**config.mk**
```make
export PLATFORM = sky130hd
export DESIGN_NAME = mips_instr_rom_ws_flat
export DESIGN_NICKNAME = d
export VERILOG_FILES = /design/src/rtl/mips_irom_pkg.sv /design/src/rtl/mips_instr_rom_ws_if.sv /design/src/rtl/mips_irom_wait_ctr.sv /design/src/rtl/mips_instr_rom_ws.sv /design/src/flat_wrapper.sv
export SDC_FILE = /design/constraint.sdc
export NUM_CORES = 2
export LEC_CHECK = 0
export CORE_AREA = 4 4 402 404
export CTS_CLUSTER_DIAMETER = 150
export DETAILED_ROUTE_END_ITERATION = 8
export DIE_AREA = 0 0 406 408
export GPL_TIMING_DRIVEN = 0
export PLACE_DENSITY = 0.76
export SYNTH_ARGS = -nofsm -noshare
export SYNTH_HDL_FRONTEND = slang
export SYNTH_HIERARCHICAL = 1
export SYNTH_SLANG_ARGS = --single-unit
```
**constraint.sdc**
```tcl
create_clock -name clk -period 3.4 [get_ports clk]
set_input_delay 0.34 -clock clk [delete_from_list [all_inputs] [get_ports clk]]
set_output_delay 0.34 -clock clk [all_outputs]
set_load 0.1 [all_outputs]
```
**src/rtl/mips_irom_pkg.sv**
```systemverilog
// Shared types and helpers for the programmable MIPS instruction ROM.
package mips_irom_pkg;

  typedef enum logic [1:0] {
    IDLE = 2'd0,
    BUSY = 2'd1,
    DONE = 2'd2
  } irom_state_t;

  localparam logic [31:0] IROM_DEFAULT_BASE = 32'hBFC00000;
  localparam logic [31:0] MIPS_NOP          = 32'h0;

  function automatic logic [31:0] byteswap32(input logic [31:0] d);
    return {d[7:0], d[15:8], d[23:16], d[31:24]};
  endfunction

endpackage

```
**src/rtl/mips_instr_rom_ws_if.sv**
```systemverilog
// CPU instruction-fetch bus with waitrequest handshake.
interface mips_instr_rom_ws_if;
  logic [31:0] instr_address;
  logic        instr_read;
  logic [31:0] instr_readdata;
  logic        instr_waitrequest;

  modport master (
    output instr_address,
    output instr_read,
    input  instr_readdata,
    input  instr_waitrequest
  );

  modport slave (
    input  instr_address,
    input  instr_read,
    output instr_readdata,
    output instr_waitrequest
  );
endinterface

```
**src/rtl/mips_irom_wait_ctr.sv**
```systemverilog
// Wait-state counter: loads WAIT_STATES on start/abort, counts down, flags the last wait cycle.
module mips_irom_wait_ctr
  import mips_irom_pkg::*;
#(
  parameter int unsigned WAIT_STATES = 0
) (
  input  logic clk,
  input  logic reset,
  input  logic clk_enable,
  input  logic load_i,
  input  logic dec_i,
  output logic last_o
);

  logic [3:0] count_q, count_d;

  always_comb begin
    count_d = count_q;
    if (load_i) begin
      count_d = 4'(WAIT_STATES);
    end else if (dec_i) begin
      count_d = count_q - 4'd1;
    end
  end

  always_ff @(posedge clk or negedge reset) begin
    if (!reset) begin
      count_q <= '0;
    end else if (clk_enable) begin
      count_q <= count_d;
    end
  end

  assign last_o = (count_q == 4'd1);

endmodule

```
**src/rtl/mips_instr_rom_ws.sv**
```systemverilog
// Programmable instruction ROM with wait states, byte-lane swap and sticky fault flag.
// Optional macro MIPS_IROM_FETCH_COUNT_EN adds fetch_count and fault_addr outputs.
module mips_instr_rom_ws
  import mips_irom_pkg::*;
#(
  parameter int unsigned DEPTH       = 64,
  parameter logic [31:0] BASE_ADDR   = IROM_DEFAULT_BASE,
  parameter int unsigned WAIT_STATES = 0,
  parameter bit          BIG_ENDIAN  = 1'b1
) (
  input  logic                     clk,
  input  logic                     reset,
  input  logic                     clk_enable,
  mips_instr_rom_ws_if.slave       instr,
  output logic                     instr_fault,
  input  logic                     prog_write,
  input  logic [$clog2(DEPTH)-1:0] prog_index,
  input  logic [31:0]              prog_data
`ifdef MIPS_IROM_FETCH_COUNT_EN
  ,
  output logic [31:0]              fetch_count,
  output logic [31:0]              fault_addr
`endif
);

  localparam int unsigned AW        = $clog2(DEPTH);
  localparam logic [31:0] WIN_BYTES = 32'(DEPTH * 4);

  irom_state_t   state_q, state_d;
  logic [31:0]   addr_q, addr_d;
  logic [31:0]   rdata_q;
  logic          fault_q;
  logic          ctr_load, ctr_dec, ctr_last;
  logic          load_out;

  logic [31:0]   mem [DEPTH];
  logic [31:0]   fetch_addr, offset, raw_word, fetch_data;
  logic [AW-1:0] idx;
  logic          in_window, bad_addr;

  mips_irom_wait_ctr #(
    .WAIT_STATES(WAIT_STATES)
  ) u_wait_ctr (
    .clk        (clk),
    .reset      (reset),
    .clk_enable (clk_enable),
    .load_i     (ctr_load),
    .dec_i      (ctr_dec),
    .last_o     (ctr_last)
  );

  always_ff @(posedge clk) begin
    if (clk_enable && prog_write) begin
      mem[prog_index] <= prog_data;
    end
  end

  // With no wait states the load happens in IDLE, before addr_q has captured the request.
  assign fetch_addr = (state_q == IDLE) ? instr.instr_address : addr_q;
  assign offset     = fetch_addr - BASE_ADDR;
  assign in_window  = (offset < WIN_BYTES) && (fetch_addr[1:0] == 2'b00);
  assign idx        = offset[AW+1:2];
  assign bad_addr   = !in_window && (fetch_addr != 32'h0);

  always_comb begin
    raw_word = mem[idx];
    if (prog_write && (prog_index == idx)) begin
      raw_word = prog_data;
    end
    fetch_data = MIPS_NOP;
    if (in_window) begin
      fetch_data = BIG_ENDIAN ? byteswap32(raw_word) : raw_word;
    end
  end

  always_comb begin
    state_d  = state_q;
    addr_d   = addr_q;
    ctr_load = 1'b0;
    ctr_dec  = 1'b0;
    load_out = 1'b0;
    unique case (state_q)
      IDLE: begin
        if (instr.instr_read) begin
          addr_d   = instr.instr_address;
          ctr_load = 1'b1;
          if (WAIT_STATES == 0) begin
            load_out = 1'b1;
            state_d  = DONE;
          end else begin
            state_d  = BUSY;
          end
        end
      end
      BUSY: begin
        if (!instr.instr_read) begin
          ctr_load = 1'b1;
          state_d  = IDLE;
        end else if (instr.instr_address != addr_q) begin
          ctr_load = 1'b1;
          addr_d   = instr.instr_address;
        end else if (ctr_last) begin
          load_out = 1'b1;
          state_d  = DONE;
        end else begin
          ctr_dec  = 1'b1;
        end
      end
      DONE: begin
        state_d = IDLE;
      end
      default: begin
        state_d = IDLE;
      end
    endcase
  end

  always_ff @(posedge clk or negedge reset) begin
    if (!reset) begin
      state_q <= IDLE;
    end else if (clk_enable) begin
      state_q <= state_d;
    end
  end

  always_ff @(posedge clk or negedge reset) begin
    if (!reset) begin
      addr_q  <= '0;
      rdata_q <= '0;
      fault_q <= 1'b0;
    end else if (clk_enable) begin
      addr_q <= addr_d;
      if (load_out) begin
        rdata_q <= fetch_data;
        if (bad_addr) begin
          fault_q <= 1'b1;
        end
      end
    end
  end

`ifdef MIPS_IROM_FETCH_COUNT_EN
  logic [31:0] fetch_count_q, fault_addr_q;

  always_ff @(posedge clk or negedge reset) begin
    if (!reset) begin
      fetch_count_q <= '0;
      fault_addr_q  <= '0;
    end else if (clk_enable) begin
      if ((state_q == DONE) && (fetch_count_q != '1)) begin
        fetch_count_q <= fetch_count_q + 32'd1;
      end
      if (load_out && bad_addr && !fault_q) begin
        fault_addr_q <= fetch_addr;
      end
    end
  end

  assign fetch_count = fetch_count_q;
  assign fault_addr  = fault_addr_q;
`endif

  // Reset gating keeps waitrequest low while reset is held, even with a request pending.
  assign instr.instr_waitrequest = reset && instr.instr_read && (state_q != DONE);
  assign instr.instr_readdata    = rdata_q;
  assign instr_fault             = fault_q;

endmodule

```
**src/flat_wrapper.sv**
```systemverilog
// flat-port wrapper written by rule: the top's interface ports become plain ports
module mips_instr_rom_ws_flat import mips_irom_pkg::*;
#(
  parameter int unsigned DEPTH       = 64,
  parameter logic [31:0] BASE_ADDR   = IROM_DEFAULT_BASE,
  parameter int unsigned WAIT_STATES = 0,
  parameter bit          BIG_ENDIAN  = 1'b1
)
  (clk, reset, clk_enable, instr_fault, prog_write, prog_index, prog_data, instr_instr_address, instr_instr_read, instr_instr_readdata, instr_instr_waitrequest);
  mips_instr_rom_ws_if instr_i ();
  input  logic clk;
  input  logic reset;
  input  logic clk_enable;
  output logic instr_fault;
  input  logic prog_write;
  input  logic [$clog2(DEPTH)-1:0] prog_index;
  input  logic [31:0] prog_data;
  input wire logic [$bits(instr_i.instr_address)-1:0] instr_instr_address;
  input wire logic [$bits(instr_i.instr_read)-1:0] instr_instr_read;
  output wire logic [$bits(instr_i.instr_readdata)-1:0] instr_instr_readdata;
  output wire logic [$bits(instr_i.instr_waitrequest)-1:0] instr_instr_waitrequest;
  assign instr_i.instr_address = instr_instr_address;
  assign instr_i.instr_read = instr_instr_read;
  assign instr_instr_readdata = instr_i.instr_readdata;
  assign instr_instr_waitrequest = instr_i.instr_waitrequest;
  mips_instr_rom_ws #(.DEPTH(DEPTH), .BASE_ADDR(BASE_ADDR), .WAIT_STATES(WAIT_STATES), .BIG_ENDIAN(BIG_ENDIAN)) u_core (.clk(clk), .reset(reset), .clk_enable(clk_enable), .instr(instr_i), .instr_fault(instr_fault), .prog_write(prog_write), .prog_index(prog_index), .prog_data(prog_data));
endmodule
```
**After elaboration in Yosys (flattened, before gate mapping)**

Memory sizes are Yosys's and may differ from the RTL's.
Index checks and enable logic that the tools add are counted.

- Output and inout bits: 34
- Bits in registers: 71
- Logic and storage cells: 64
- RAM bits: 2,048
- Bits of input ports: 75
- Memories: 1

Memory list:

| name | words | bits a word | rd ports | clocked after Yosys merged registers in | wr ports | RTL line | text |
|---|---|---|---|---|---|---|---|
| u_core.mem | 64 | 32 | 1 | 0 | 1 | mips_instr_rom_ws.sv:36 | `logic [31:0] mem [DEPTH];` |

- Magnitude comparators: 1
- Eq/ne operators: 10
- Multiplexer cells: 28
- Add/sub/neg operators: 2
- Reductions and logical operators: 17

Operators with widths:

| operator | count |
|---|---|
| two-way mux 32 bit | 6 |
| case mux 32 bit (2 select lines) | 1 |
| less-than comparator 32 x 9 -> 1 bit (second input constant) | 1 |
| inequality test 32 bit | 1 |
| nonzero test 32 bit | 1 |
| subtractor 32 bit (second input constant) | 1 |
| two-way mux 1 bit | 12 |
| two-way mux 2 bit | 4 |
| two-way mux 4 bit | 2 |
| equality test 6 bit | 1 |
| logical AND 1 bit | 6 |
| inequality test 2 bit (second input constant) | 3 |
| AND reduction 5 bit | 1 |
| equality test 4 x 1 -> 1 bit (second input constant) | 1 |
| zero test 2 bit | 2 |
| case mux 1 bit (2 select lines) | 2 |
| case mux 2 bit (2 select lines) | 1 |
| AND reduction 2 bit | 2 |
| AND reduction 4 bit | 1 |
| nonzero test 2 bit | 2 |
| subtractor 4 x 1 -> 4 bit (second input constant) | 1 |
| inequality test 3 x 2 -> 1 bit (second input constant) | 1 |
| inequality test 3 bit (second input constant) | 1 |
| AND reduction 3 bit | 1 |
| other kinds (3) | 3 |

**Longest topological paths before layout**

- Depth in word-level cells: 8
- Mapped depth: 13
- Depth with buffers taken out: 7

**Worst setup path after synthesis**

No wires, ideal clock.

- Path kind: input port to flip-flop
- From: in prog_index[3]
- To: mem u_core.mem[10][0], enable pin
- Setup slack: 0.392 ns
- Required time: 2.979 ns
- Arrival: 2.587 ns
- Stages: 4
- Path through: clkbuf_1 > or3b_2 > clkbuf_1 > nor2_1

RTL lines:

| element | RTL line | text |
|---|---|---|
| start: declaration | flat_wrapper.sv:16 | `input logic [$clog2(DEPTH)-1:0] prog_index;` |
| end: declaration | mips_instr_rom_ws.sv:36 |  |

No word-level cell before the write port.

**Worst setup path after layout**

- From: reg u_core.state_q[1]
- To: reg u_core.rdata_q[24], in the netlist u_core/instr.instr_readdata[24]

- Word-level cells in the longest chain between the ends: 7
- Elaborated cells on any way between the ends: 14
- Classes of those cells: add/sub (1); order compare (1); eq/ne (2); mux (4); reduce/logical (5); memory (1)

Ends and longest elaborated chain:

| element | RTL line | text |
|---|---|---|
| start: declaration | mips_instr_rom_ws.sv:29 | `irom_state_t state_q, state_d;` |
| start signal: assignment | mips_instr_rom_ws.sv:122 | `state_q <= state_d;` |
| parallel branches: the longest is 7 deep, another holds subtractor 32 bit | -- |  |
| end signal: assignment | mips_instr_rom_ws.sv:134 | `rdata_q <= fetch_data;` |
| end: declaration | mips_instr_rom_ws.sv:31 | `logic [31:0] rdata_q;` |

Parallel ways; which one is timed is not known.
A chain may end at the register's enable or synchronous reset.

==> metrics.cfg <==
[global_route]
total_routing_usage_reported_by_global_routing_pct=31.1
grt_remaining_overflow=0
grt_start_max_net_pins=66
grt_antenna_before_repair=22
grt_first_pass_wirelength_um=357000
first_global_vias=46700

[yosys]
yosys.cell_count.top_type=sky130_fd_sc_hd__edfxtp_1
syn_area_per_cell_um2=19.4
synth-edff-count=2048
netlist_top_cells_area=sky130_fd_sc_hd__edfxtp_1 75%, sky130_fd_sc_hd__mux4_2 11%, sky130_fd_sc_hd__nand2_1 2.6%, sky130_fd_sc_hd__dfrtp_1 2.0%, sky130_fd_sc_hd__mux2i_1 1.1%
netlist_instances=4197
syn_nets=4272
synth_sequential_area_ratio_pct=77.4
top_cell_type_s_share_of_synthesized_area_pct=75.4
ys_dominant_reg_cell=sky130_fd_sc_hd__edfxtp_1
postSynth.asyncResetShare_pct=3.12
cell_taking_the_most_area_after_synthesis=sky130_fd_sc_hd__edfxtp_1
synth_area_um2=81500
ys_seq_elements=2114
synth_cell_types=52
commonest_cells_post_synth=2,048 x sky130_fd_sc_hd__edfxtp_1, 563 x sky130_fd_sc_hd__nand2_1, 412 x sky130_fd_sc_hd__mux4_2
yosys_warnings=6

[critical_path]
crit_path_max_incr_delay_ps=720
critical_path_peak_fanout=10
critPathArrivalTime_ps=4320
crit_path_cell_trace=buf_6 > mux2_2 > buf_4 > nand2_1 > clkbuf_1 > o2111ai_1 > o21ai_0 > a31oi_1 > o31ai_1
rr_endpoint=u_core/instr.instr_readdata[24]$_DFFE_PN0P_
rrSetupSlack_ps=-200
slowest_stage_cell_crit_path=sky130_fd_sc_hd__clkbuf_1
r2r.worst_path.cells=9
cp.required_ps=4120
end_kind=register
reg2reg_from=u_core/state_q[1]$_DFFE_PN0P_
crit_path_start_kind=register
timing_worst_setup_path_type=reg2reg

[sta]
layout_min_cycle_time_ps=3600
max_freq_mhz=277
fin_ws_ps=-204
worstMarginPinSlew_ps=1220
fin_worst_skew_ps=61.0
hold_viol_final=0
maxSlewViolCount=0
finalSetupViolCount=22
maxSlewHeadroom_pct=18.4
final.hold.worst_slack_ps=50.0
min_period_over_period_pct=106

[run_status]
outcome=finished with violations
failing_checks=setup timing

[hold_path]
hp-class=in2reg
whs_endpoint=u_core/mem[54][14]$_DFFE_PP_
critical_hold_path_startpoint=prog_data[14]
hold_path_depth=1

[place]
routabilityCongestion=0.960
dp_cells=6474
place_hpwl_um=168000
placement.setup.worst_slack_ps=-2070
portBuffers=105

[cts]
cts.clk_slew.worst_paths_ps=70
number_of_buffers_added_by_the_clock_tree_synthesis_step=197
root_buffer_selected_by_cts=sky130_fd_sc_hd__clkbuf_16
cts_tree=built
clock_sinks=2114
h-tree-depth=4
cts.path.max_buffers=3
insertion_delay_ps=850

[power]
power_density_nw_per_um2=617
design_power_total_mw=58.6
vdd_ir_drop_max_v=0.000608
leakagePower_nw=30.3

[floorplan]
starting_density_of_the_core_pct=51.7
die_y_um=408
placementRows=146
floorplan.io_pins=109
floorplan.die_area_um2=166000
core_area_um2=158000
die-width_um=406

[drt]
detail_route.drc_violations=0
routed_wire_length_per_instance_um=37.5
routed_wirelength_um=258000
detail_route.vias_per_cell=6.94
final_antenna_net_count=0
dr.pass1.iters=6
route.vias.total=47700
drt_first_iter_violations=8532

[final_layout]
syn_to_final_growth_pct=16.5
fin_nets=4694
fin_cells=6879
post_route_cells_drive_above_1_share_pct=24.9
utilization_pct=60.2

[job]
cap_violations=0

==> what timing repair did <==
action	4_1_cts	5_1_grt
hold endpoints to repair	246	0
hold buffers	16	0
setup buffers	4	0
resized for setup	202	89
pin swaps	1	1
setup endpoints to repair	33	32
==> worst max path at each step <==
stage	startpoint	end	slack, ps	cells after the start
3_5_place_dp	instr_instr_address[4]	u_core/instr.instr_readdata[13]$_DFFE_PN0P_	-2070	9
2_1_floorplan	prog_index[3]	u_core/mem[10][0]$_DFFE_PP_	390	4
4_1_cts	u_core/state_q[1]$_DFFE_PN0P_	u_core/instr.instr_readdata[7]$_DFFE_PN0P_	-0.04	12
5_1_grt	u_core/state_q[1]$_DFFE_PN0P_	u_core/instr.instr_readdata[3]$_DFFE_PN0P_	-30	10
3_3_place_gp	clk_enable	u_core/mem[62][5]$_DFFE_PP_	-2440	5
6_report	u_core/state_q[1]$_DFFE_PN0P_	u_core/instr.instr_readdata[24]$_DFFE_PN0P_	-200	9
==> cell type report <==
class / count / area [µm²]
Sequential cell: 2114 / 63200
Fill cell: 10700 / 62800
Multi-Input combinational cell: 1834 / 18200
Clock buffer: 265 / 5300
Timing Repair Buffer: 225 / 3070
Tap cell: 2072 / 2590
Buffer: 243 / 1520
Clock inverter: 107 / 1120
Antenna cell: 15 / 37.5
Inverter: 4 / 15.0
==> cell families after synthesis <==
family                    synth area share (%)
muxes                                     13.0
xor gates and xnor gates                0.0644
and+or+nand+nor                           4.54
AOI/OAI and AO/OA                         3.42
DFF                                       77.4
buffers and inverters                     1.49
==> worst max-delay path, delay by kind of cell, from the launching register on <==
family          cells  cell delay [ps]
buf+inv             3             1170
simple gates        1              430
mux                 1              510
flops               1              340
compound gates      4             1020
==> sequential cells by signal, indices dropped and copies added (netlist names) <==
signal and flops:
u_core/mem 2048, u_core/state_q 1, u_core/instr.instr_readdata 32, u_core/addr_q 32, u_core/instr_fault 1
==> report_power, final <==
group          internal, mW  leakage (nW)  switching, mW
registers              28.7          19.3         0.0872
clock network          12.4          3.12           9.61
logic                  2.64          7.95           5.18
==> placed cells by master (no fill, tap or decap), types with 31 or more instances in the layout <==
cell type	netlist	routed
sky130_fd_sc_hd__dfrtp_1	66	66
sky130_fd_sc_hd__o2111ai_1	32	31
sky130_fd_sc_hd__clkdlybuf4s50_1	0	71
sky130_fd_sc_hd__a31oi_1	71	54
sky130_fd_sc_hd__clkbuf_16	0	200
sky130_fd_sc_hd__mux2i_1	91	85
sky130_fd_sc_hd__a22oi_1	36	36
sky130_fd_sc_hd__edfxtp_1	2048	2048
sky130_fd_sc_hd__mux4_2	412	412
sky130_fd_sc_hd__and3_1	48	48
sky130_fd_sc_hd__clkbuf_1	113	112
sky130_fd_sc_hd__buf_4	23	39
sky130_fd_sc_hd__nand3_1	110	110
sky130_fd_sc_hd__clkinv_2	0	35
sky130_fd_sc_hd__o21ai_0	69	67
sky130_fd_sc_hd__buf_12	0	92
sky130_fd_sc_hd__nand2_1	563	560
sky130_fd_sc_hd__clkbuf_2	0	41
sky130_fd_sc_hd__nor2_4	0	66
sky130_fd_sc_hd__buf_2	68	84
sky130_fd_sc_hd__clkinv_1	0	34
sky130_fd_sc_hd__mux2_2	38	38
sky130_fd_sc_hd__a21oi_1	76	74
==> layer usage <==
metal  up-vias  global-route usage [%]  routed length [µm]
li1      18000                       -                   -
met1     24000                    39.2               82400
met2      4618                    45.2              113000
met3      1045                    12.1               41400
met4        12                    20.0               20900
met5         -                   0.234                 100
==> per-stage QoR <==
step,setup TNS [ps],instance area (µm²)
6_report,-1580,95000
2_1_floorplan,0,81500
4_1_cts,-0.0404,94700
5_1_grt,-110,94900
3_5_place_dp,-197670,87500
3_3_place_gp,-4462570,85200
(Power assumes the default switching activity.)
